**src/rtl/adc_sample_buffer_pkg.sv**
```systemverilog
// Shared constants and types for the codec-to-notch sample buffer.
// Latency: none (declarations only).
// Backpressure: none (declarations only).
package adc_sample_buffer_pkg;

    // Codec sample width; notch_top uses the same width.
    localparam int K = 24;

    // Stereo-to-mono mixing modes.
    localparam int MIX_LEFT  = 0;
    localparam int MIX_RIGHT = 1;
    localparam int MIX_AVG   = 2;

    // Default number of cycles allowed for notch_top to finish one sample.
    localparam int DEF_TIMEOUT = 4096;

    // Handshake FSM towards notch_top.
    typedef enum logic {
        ST_IDLE = 1'b0,
        ST_WAIT = 1'b1
    } state_t;

endpackage

```
**src/rtl/adc_sample_buffer_sync_fifo.sv**
```systemverilog
// Synchronous FIFO with a separate occupancy counter and a drop flag for refused pushes.
// Latency: write visible at the head one cycle after push; head is readable combinationally.
// Backpressure: a push while full is dropped unless a pop in the same cycle frees the slot.
module sync_fifo #(
    parameter int W     = 24,
    parameter int DEPTH = 8,
    parameter int AW    = 3
) (
    input  logic          clk,
    input  logic          reset,
    input  logic          push,
    input  logic [W-1:0]  wr_dat,
    input  logic          pop,
    output logic [W-1:0]  rd_dat,
    output logic [AW:0]   count,
    output logic          empty,
    output logic          drop
);

    logic [W-1:0]  mem [DEPTH];
    logic [AW-1:0] wr_ptr;
    logic [AW-1:0] rd_ptr;
    logic          full;
    logic          push_ok;
    logic          pop_ok;

    assign full    = (count == (AW+1)'(DEPTH));
    assign empty   = (count == '0);
    assign pop_ok  = pop & ~empty;
    // A pop in the same cycle frees the slot, so the push still fits.
    assign push_ok = push & (~full | pop_ok);
    assign drop    = push & full & ~pop_ok;
    assign rd_dat  = mem[rd_ptr];

    // Storage array; no reset needed since count gates every read.
    always_ff @(posedge clk) begin
        if (push_ok) begin
            mem[wr_ptr] <= wr_dat;
        end
    end

    // Pointers wrap naturally at DEPTH (power of two); count tracks occupancy.
    always_ff @(posedge clk or posedge reset) begin
        if (reset) begin
            wr_ptr <= '0;
            rd_ptr <= '0;
            count  <= '0;
        end else begin
            if (push_ok) wr_ptr <= wr_ptr + 1'b1;
            if (pop_ok)  rd_ptr <= rd_ptr + 1'b1;
            case ({push_ok, pop_ok})
                2'b10:   count <= count + 1'b1;
                2'b01:   count <= count - 1'b1;
                default: count <= count;
            endcase
        end
    end

endmodule

```
**src/rtl/adc_sample_buffer.sv**
```systemverilog
// Captures codec stereo frames on ready rises, mixes to mono, queues them and feeds notch_top.
// Latency: strobe 2 edges after the capture edge when idle and empty.
// Backpressure: one sample in flight until filter_done rises or the timeout expires; full FIFO drops frames.
module adc_sample_buffer
    import adc_sample_buffer_pkg::*;
#(
    parameter int k       = K,
    parameter int DEPTH   = 8,
    parameter int AW      = 3,
    parameter int MIX     = MIX_AVG,
    parameter int TIMEOUT = DEF_TIMEOUT
) (
    input  logic          clk,
    input  logic          reset,
    input  logic          ready,
    input  logic [23:0]   L_bus_out,
    input  logic [23:0]   R_bus_out,
    input  logic          filter_done,
    output logic [k-1:0]  data_out,
    output logic          sample,
    output logic          busy,
    output logic [AW:0]   count,
    output logic          overflow,
    output logic          timeout_err
);

    localparam int KW = k + 1;
    localparam int TW = (TIMEOUT > 1) ? $clog2(TIMEOUT) : 1;

    state_t          state;
    logic            ready_d;
    logic            done_d;
    logic            ready_rise;
    logic            done_rise;
    logic [TW-1:0]   tcnt;
    logic            timeout_hit;
    logic signed [k:0] mix_sum;
    logic [k-1:0]    mix_dat;
    logic [k-1:0]    fifo_dat;
    logic            fifo_empty;
    logic            fifo_drop;
    logic            pop;

    assign ready_rise  = ready & ~ready_d;
    assign done_rise   = filter_done & ~done_d;
    assign timeout_hit = (TIMEOUT != 0) && (tcnt == TW'(TIMEOUT - 1));
    assign pop         = (state == ST_IDLE) & ~fifo_empty;

    // Delayed copies of ready and filter_done for rising-edge detection.
    always_ff @(posedge clk or posedge reset) begin
        if (reset) begin
            ready_d <= 1'b0;
            done_d  <= 1'b0;
        end else begin
            ready_d <= ready;
            done_d  <= filter_done;
        end
    end

    // Stereo-to-mono mix; the average is taken one bit wider so it cannot wrap.
    always_comb begin
        mix_sum = KW'($signed(L_bus_out)) + KW'($signed(R_bus_out));
        if (MIX == MIX_LEFT)       mix_dat = k'($signed(L_bus_out));
        else if (MIX == MIX_RIGHT) mix_dat = k'($signed(R_bus_out));
        else                       mix_dat = k'(mix_sum >>> 1);
    end

    sync_fifo #(
        .W     (k),
        .DEPTH (DEPTH),
        .AW    (AW)
    ) u_fifo (
        .clk    (clk),
        .reset  (reset),
        .push   (ready_rise),
        .wr_dat (mix_dat),
        .pop    (pop),
        .rd_dat (fifo_dat),
        .count  (count),
        .empty  (fifo_empty),
        .drop   (fifo_drop)
    );

    // Sticky record of frames lost to a full FIFO.
    always_ff @(posedge clk or posedge reset) begin
        if (reset) overflow <= 1'b0;
        else       overflow <= overflow | fifo_drop;
    end

    // Handshake FSM: issue one sample, then hold it until done rises or the wait times out.
    always_ff @(posedge clk or posedge reset) begin
        if (reset) begin
            state       <= ST_IDLE;
            data_out    <= '0;
            sample      <= 1'b0;
            busy        <= 1'b0;
            tcnt        <= '0;
            timeout_err <= 1'b0;
        end else begin
            sample <= 1'b0;
            case (state)
                ST_IDLE: begin
                    if (pop) begin
                        data_out <= fifo_dat;
                        sample   <= 1'b1;
                        busy     <= 1'b1;
                        tcnt     <= '0;
                        state    <= ST_WAIT;
                    end
                end
                ST_WAIT: begin
                    // A done edge wins over a coincident timeout.
                    if (done_rise) begin
                        busy  <= 1'b0;
                        state <= ST_IDLE;
                    end else if (timeout_hit) begin
                        busy        <= 1'b0;
                        timeout_err <= 1'b1;
                        state       <= ST_IDLE;
                    end else begin
                        tcnt <= tcnt + 1'b1;
                    end
                end
                default: state <= ST_IDLE;
            endcase
        end
    end

endmodule

```
**config.mk**
```make
export PLATFORM = sky130hd
export DESIGN_NAME = adc_sample_buffer
export DESIGN_NICKNAME = d
export VERILOG_FILES = /design/src/rtl/adc_sample_buffer_pkg.sv /design/src/rtl/adc_sample_buffer_sync_fifo.sv /design/src/rtl/adc_sample_buffer.sv
export SDC_FILE = /design/constraint.sdc
export NUM_CORES = 1
export LEC_CHECK = 0
export BUFFER_PORTS_ARGS = -buffer_cell sky130_fd_sc_hd__buf_2
export CAP_MARGIN = 20
export CORE_MARGIN = 5
export CORE_UTILIZATION = 50
export DETAILED_ROUTE_END_ITERATION = 8
export PLACE_DENSITY = 0.69
export SLEW_MARGIN = 40
export SYNTH_ARGS = -nofsm -noshare
export SYNTH_HDL_FRONTEND = slang
export SYNTH_SLANG_ARGS = --single-unit
```
**constraint.sdc**
```tcl
create_clock -name clk -period 9.3 [get_ports clk]
set_input_delay 1.395 -clock clk [delete_from_list [all_inputs] [get_ports clk]]
set_output_delay 1.395 -clock clk [all_outputs]
set_load 0.005 [all_outputs]
```
---- Word-level counts from Yosys, hierarchy flattened ----
Memories as Yosys holds them, arrays and structs flattened. A register that Yosys moved wholly into a read port is not among the register bits.
Index checks and enable logic that the tools add are counted.
Widths: inputs -> output; s select.
word-level totals
  input bits .............................. 52
  RAM bits ................................ 192
  flip-flop bits (word level) ............. 29
  word-level logic and storage cells ...... 64
  latch bits .............................. 0
  memory bits (read-only) ................. 0
  memories kept ........................... 1
operators by class
  shift-type cells ........................ 0
  add/sub/neg operators ................... 6
  multipliers ............................. 0
  div/mod/pow operators ................... 0
  reduce and logical (&&, ||, !) cells .... 6
  bitwise operators ....................... 16
  magnitude comparators ................... 0
  equality and inequality tests ........... 8
  multiplexer cells ....................... 16
memories
  name        words  bits a word  rd ports  clocked after Yosys merged registers in  write ports  line                               text
  u_fifo.mem  8      24           1         1                                        1            adc_sample_buffer_sync_fifo.sv:20  logic [W-1:0] mem [DEPTH];
operator list
  kind                   count
  $mux 12                3
  $add 24x24->25         1
  $pmux 12 s2            1
  $add 12x1->12 const B  1
  $eq 12x12->1 const B   1
  $mux 1                 9
  $pmux 4 s2             1
  $and 1x1->1            7
  $not 1->1              7
  $add 3x1->3 const B    2
  $reduce_and 3->1       2
  $add 4x1->4 const B    1
  $eq 4x4->1 const B     1
  $logic_not 4->1        1
  $ne 2x2->1 const B     2
  $pmux 1 s2             2
  $reduce_and 2->1       2
  $sub 4x1->4 const B    1
  $ne 3x1->1 const B     1
  $eq 2x1->1 const B     1
  $eq 2x2->1 const B     1
  $ne 2x1->1 const B     1
  $or 1x1->1             2
  $reduce_bool 2->1      1

---- Logic depth before layout (Yosys ltp) ----
  word-level depth ........................ 8
  depth in mapped cells ................... 12

---- Cells and area by module ----
Synthesis repeated with hierarchy kept, for this count alone.
unflattened totals
  cell total of the unflattened synthesis .. 649
  area, all modules ....................... 10806.6 um^2
by module, submodules not included
  module             seq. area each (um^2)  area each (um^2)  instances  cells an instance
  sync_fifo          6015.8                 7865.0            1          346
  adc_sample_buffer  1076.0                 2941.6            1          303

---- Least setup slack after synthesis ----
No wires, ideal clock.
  path type ............................... input to register
  from .................................... input port ready
  to ...................................... memory u_fifo.mem[0][0], enable pin
  library setup time ...................... 0.435 ns
  slack ................................... 5.307 ns
  stages on the path ...................... 4
  data arrival time ....................... 3.558 ns
  path through ............................ nand2b_1 -> a31oi_1 -> nand2b_1 -> nor3_1
between the ends
  longest elaborated chain between the ends .. 4
ends and longest elaborated chain
  element                       line                               text
  start: declaration            adc_sample_buffer.sv:15            input logic ready,
  $and 1x1->1                   adc_sample_buffer.sv:44            assign ready_rise = ready & ~ready_d;
  $and 1x1->1                   adc_sample_buffer_sync_fifo.sv:31  assign push_ok = push & (~full | pop_ok);
  $mux 1                        adc_sample_buffer_sync_fifo.sv:37  if (push_ok) begin
  $mux 1 (implied by the code)  adc_sample_buffer_sync_fifo.sv:38  mem[wr_ptr] <= wr_dat;
  end: declaration              adc_sample_buffer_sync_fifo.sv:20
Every way passes these cells.

---- Worst setup path in the final report ----
  from .................................... input port L_bus_out[0]
  to ...................................... memory u_fifo.mem[7][23], data pin
between the ends
  longest elaborated chain between the ends .. 1
ends and longest elaborated chain
  element             line                     text
  start: declaration  adc_sample_buffer.sv:16  input logic [23:0] L_bus_out,
  $add 24x24->25      adc_sample_buffer.sv:62  mix_sum = KW'($signed(L_bus_out)) + KW'($signed(R_bus_out));
  net mix_sum[24]     adc_sample_buffer.sv:37  logic signed [k:0] mix_sum;
The timed path passes the listed nets, and every way through them passes these cells.

==> reports/qor.yml <==
outcome:
  status: "finished, final reports clean"
pwr:
  power_frac_seq_pct: 41.8
  comb_power_share_pct: 28.2
  netSwitchingPower_mw: 1.024
  p_sw_share_pct: 29.27
  cellInternalPower_mw: 2.474
  ir_drop_v: 0.0001221
  power_frac_clock_pct: 30.0
  powerDensity_nw_per_um2: 283.2
  p_leak_nw: 4.568
  total_power_mw: 3.498
clocking:
  clockRootBuffer: "clkbuf_16"
  ctsResizeCount: 0
  clk_latency_ns: 0.51
  clockBufferDepth: 3
  cts_hold_buf: 0
  numCtsBuffers: 25
  path_clk_slew_ns: 0.06
  cts_max_level: 1
  cts_setup_buffers: 0
  clock-sinks: 245
  cts_tree: "done"
timing:
  fin_tns_setup_ns: 0
  final.min_clock_period_ns: 3.571
  min_period_over_period_pct: 38.39
  worst_slew_pin_slew_ns: 0.7481
  fmax_mhz: 280.1
  finalHoldViolCount: 0
  setup_ws_ns: 5.729
  relSlewSlack_pct: 50.12
  rsz0062_at_grt: "no"
  clock_skew_ns: 0.01302
  finalSetupViolCount: 0
  drv_slew: 0
logic_synthesis:
  synth_top_family_by_area: "multiplexers"
  synthAdderAreaFrac_pct: 3.696
  synthFlopType: "edfxtp_1"
  yosys.area.top_type: "edfxtp_1"
  synthCells: 649
  muxShareOfSynthArea_pct: 12.60
  async_reset_ff_share_pct: 21.63
  synthXorXnorAreaFrac_pct: 3.068
  synth_warnings: 0
  seq_area_frac_synth_pct: 67.14
  netlist-cell-type-count: 53
  synth_compound_area_share_pct: 6.112
  synth_edf_count: 192
  synth_area_leaders: "edfxtp_1 55%, dfrtp_1 13%, mux4_2 10%, ha_1 3.3%, mux2i_1 2.4%"
  synth_top_area_share_pct: 54.58
  synth_nets: 731
  synth_area_um2: 10560
  yosys_register_bits: 245
  yosys.area_share.simple_pct: 6.029
  avgSynthCellArea_um2: 16.28
setup_path:
  crit_fanout: 8
  end_kind: "register"
  cpPeakStageDelay_ns: 0.46
  crit_slowest_cell: "a221oi_2"
  path_cells: "buf_2, and2_1, fa_1, a21o_1, nand3_1, a31oi_4, a2111oi_4, or2_1, o211ai_2, a221oi_2"
  cp.arrival_ns: 3.81
  critPathLaunchType: "input port"
  critPathKind: "in2reg"
  rrSetupSlack_ns: 6.29
  required_ns: 9.54
placement:
  io_buffer_count: 83
  pre_cts_ws_ns: 5.198
  dpl.cell_count: 999
  hpwlAfterDp_um: 14460
  gp_congestion: 0.7545
cells_and_area:
  layout.cells.non_filler: 1044
  drive_gt1_share_pct: 27.57
  syn2layout_area_growth_pct: 16.94
  diodes: 0
  fillers: 1584
  final_common_cell: "edfxtp_1"
  fin_nets: 833
  mostFrequentLayoutCells: "192 x edfxtp_1, 83 x buf_2, 56 x nand2_1"
grt:
  met1_usage_pct: 26.08
  grt_usage_pct: 18.27
  grt_max_degree: 56
  grtUsageMet3_pct: 2.670
  met2_usage_pct: 30.31
  overflow: 0
  grt_pass1_wl_um: 34470
  grt_pass1_vias: 6126
  antenna_found_initial: 0
  gr-max-usage-layer: "met2"
floorplanning:
  die_y_um: 155.3
  initial_utilization_pct: 50.57
  io_pins: 84
  dieArea_um2: 24130
  die_w_um: 155.3
  rows: 53
  fp.coreArea_um2: 20890
flow_run:
  cap_violations: 0
route:
  dr.pass1.iters: 5
  wl_per_cell_um: 20.76
  via_per_inst: 5.665
  ant_nets: 0
  dr.first_iter.drc_count: 384
  vias: 5914
  drt_wl_total_um: 21680
  drcViolationCount: 0
hold_path:
  hold_path_class: "reg2reg"
==> flip-flops by register name, summed over array words and instances, names as in the netlist <==
name           cells
busy               1
ready_d            1
u_fifo.mem       192
u_fifo.count       4
done_d             1
sample             1
state              1
u_fifo.wr_ptr      3
timeout_err        1
u_fifo.rd_ptr      3
tcnt              12
overflow           1
data_out          24
==> cells in the mapped netlist (all sizes together), types with 3 or more instances <==
master and n:
a2111oi 3, a21o 7, a21oi 24, a31oi 4
and2 6, and3 3, buf 13, clkbuf 9
dfrtp 53, edfxtp 192, ha 28, inv 11
mux2i 25, mux4 48, nand2 57, nand2b 8
nand3 14, nand4 5, nor2 29, nor2b 6
nor3 6, o21a 3, o21ai 39, xnor2 18
xor2 19
==> power by group through the flow <==
stage	clock network, mW	registers [mW]	logic (mW)
after floorplan	0	1.47	0.697
after global placement	0	1.47	0.962
after detailed placement	0	1.48	1.00
after CTS	1.07	1.46	1.01
after global routing	1.11	1.48	1.10
final	1.05	1.46	0.988
==> worst paths after layout <==
path                                             start                           end  cells past startpoint
setup / recovery                          L_bus_out[0]   u_fifo.mem[7][23]$_DFFE_PP_                     10
hold / removal                      overflow$_DFF_PP0_            overflow$_DFF_PP0_                      1
setup reg to reg           u_fifo.count[1]$_DFFE_PP0P_   u_fifo.count[3]$_DFFE_PP0P_                     11
hold reg to reg                     overflow$_DFF_PP0_            overflow$_DFF_PP0_                      1
max in group asynchronous                        reset  u_fifo.rd_ptr[0]$_DFFE_PP0P_                      3
min in group asynchronous                        reset            overflow$_DFF_PP0_                      2
==> through the flow <==
step	utilization [%]	cell area (um^2)	hold slack [ns]
after CTS	59.13	12350	0.4770
after detailed placement	54.96	11480	0.4592
after global placement	54.21	11320	0.4466
after floorplan	-	10560	0.4663
final	59.13	12350	0.4765
after global routing	59.13	12350	0.4856
==> layout make-up <==
type,instances,area (um^2),share of cell area [%]
Sequential cell,245,7094,57.44
Multi-Input combinational cell,371,3391,27.45
Clock buffer,33,685.7,5.551
Timing Repair Buffer,97,609.3,4.933
Tap cell,275,344.1,2.786
Clock inverter,12,186.4,1.509
Inverter,11,41.29,0.3343
==> per-layer routing <==
metal,part of all wire (%),vias up
li1,-,2701
met2,49,166
met3,4.6,33
met1,45,3014
met4,1.7,0
met5,0,-
==> worst max-delay path: cells and delay by family <==
| family | cells | cell delay [ns] |
|---|---|---|
| fa+ha+maj | 1 | 0.40 |
| compound gates | 5 | 1.36 |
| simple gates | 3 | 0.53 |
| buf+inv | 1 | 0.12 |
==> logic make-up (layout without fill, tap and decap cells) <==
kind of cell | count (synthesis) | in the layout
muxes | 73 | 73
buffers and inverters | 33 | 153
and+or+nand+nor | 138 | 138
AOI/OAI and AO/OA | 93 | 93
DFF | 245 | 245
adders and majority gates | 30 | 30
xor gates and xnor gates | 37 | 37
(Power assumes the default switching activity.)
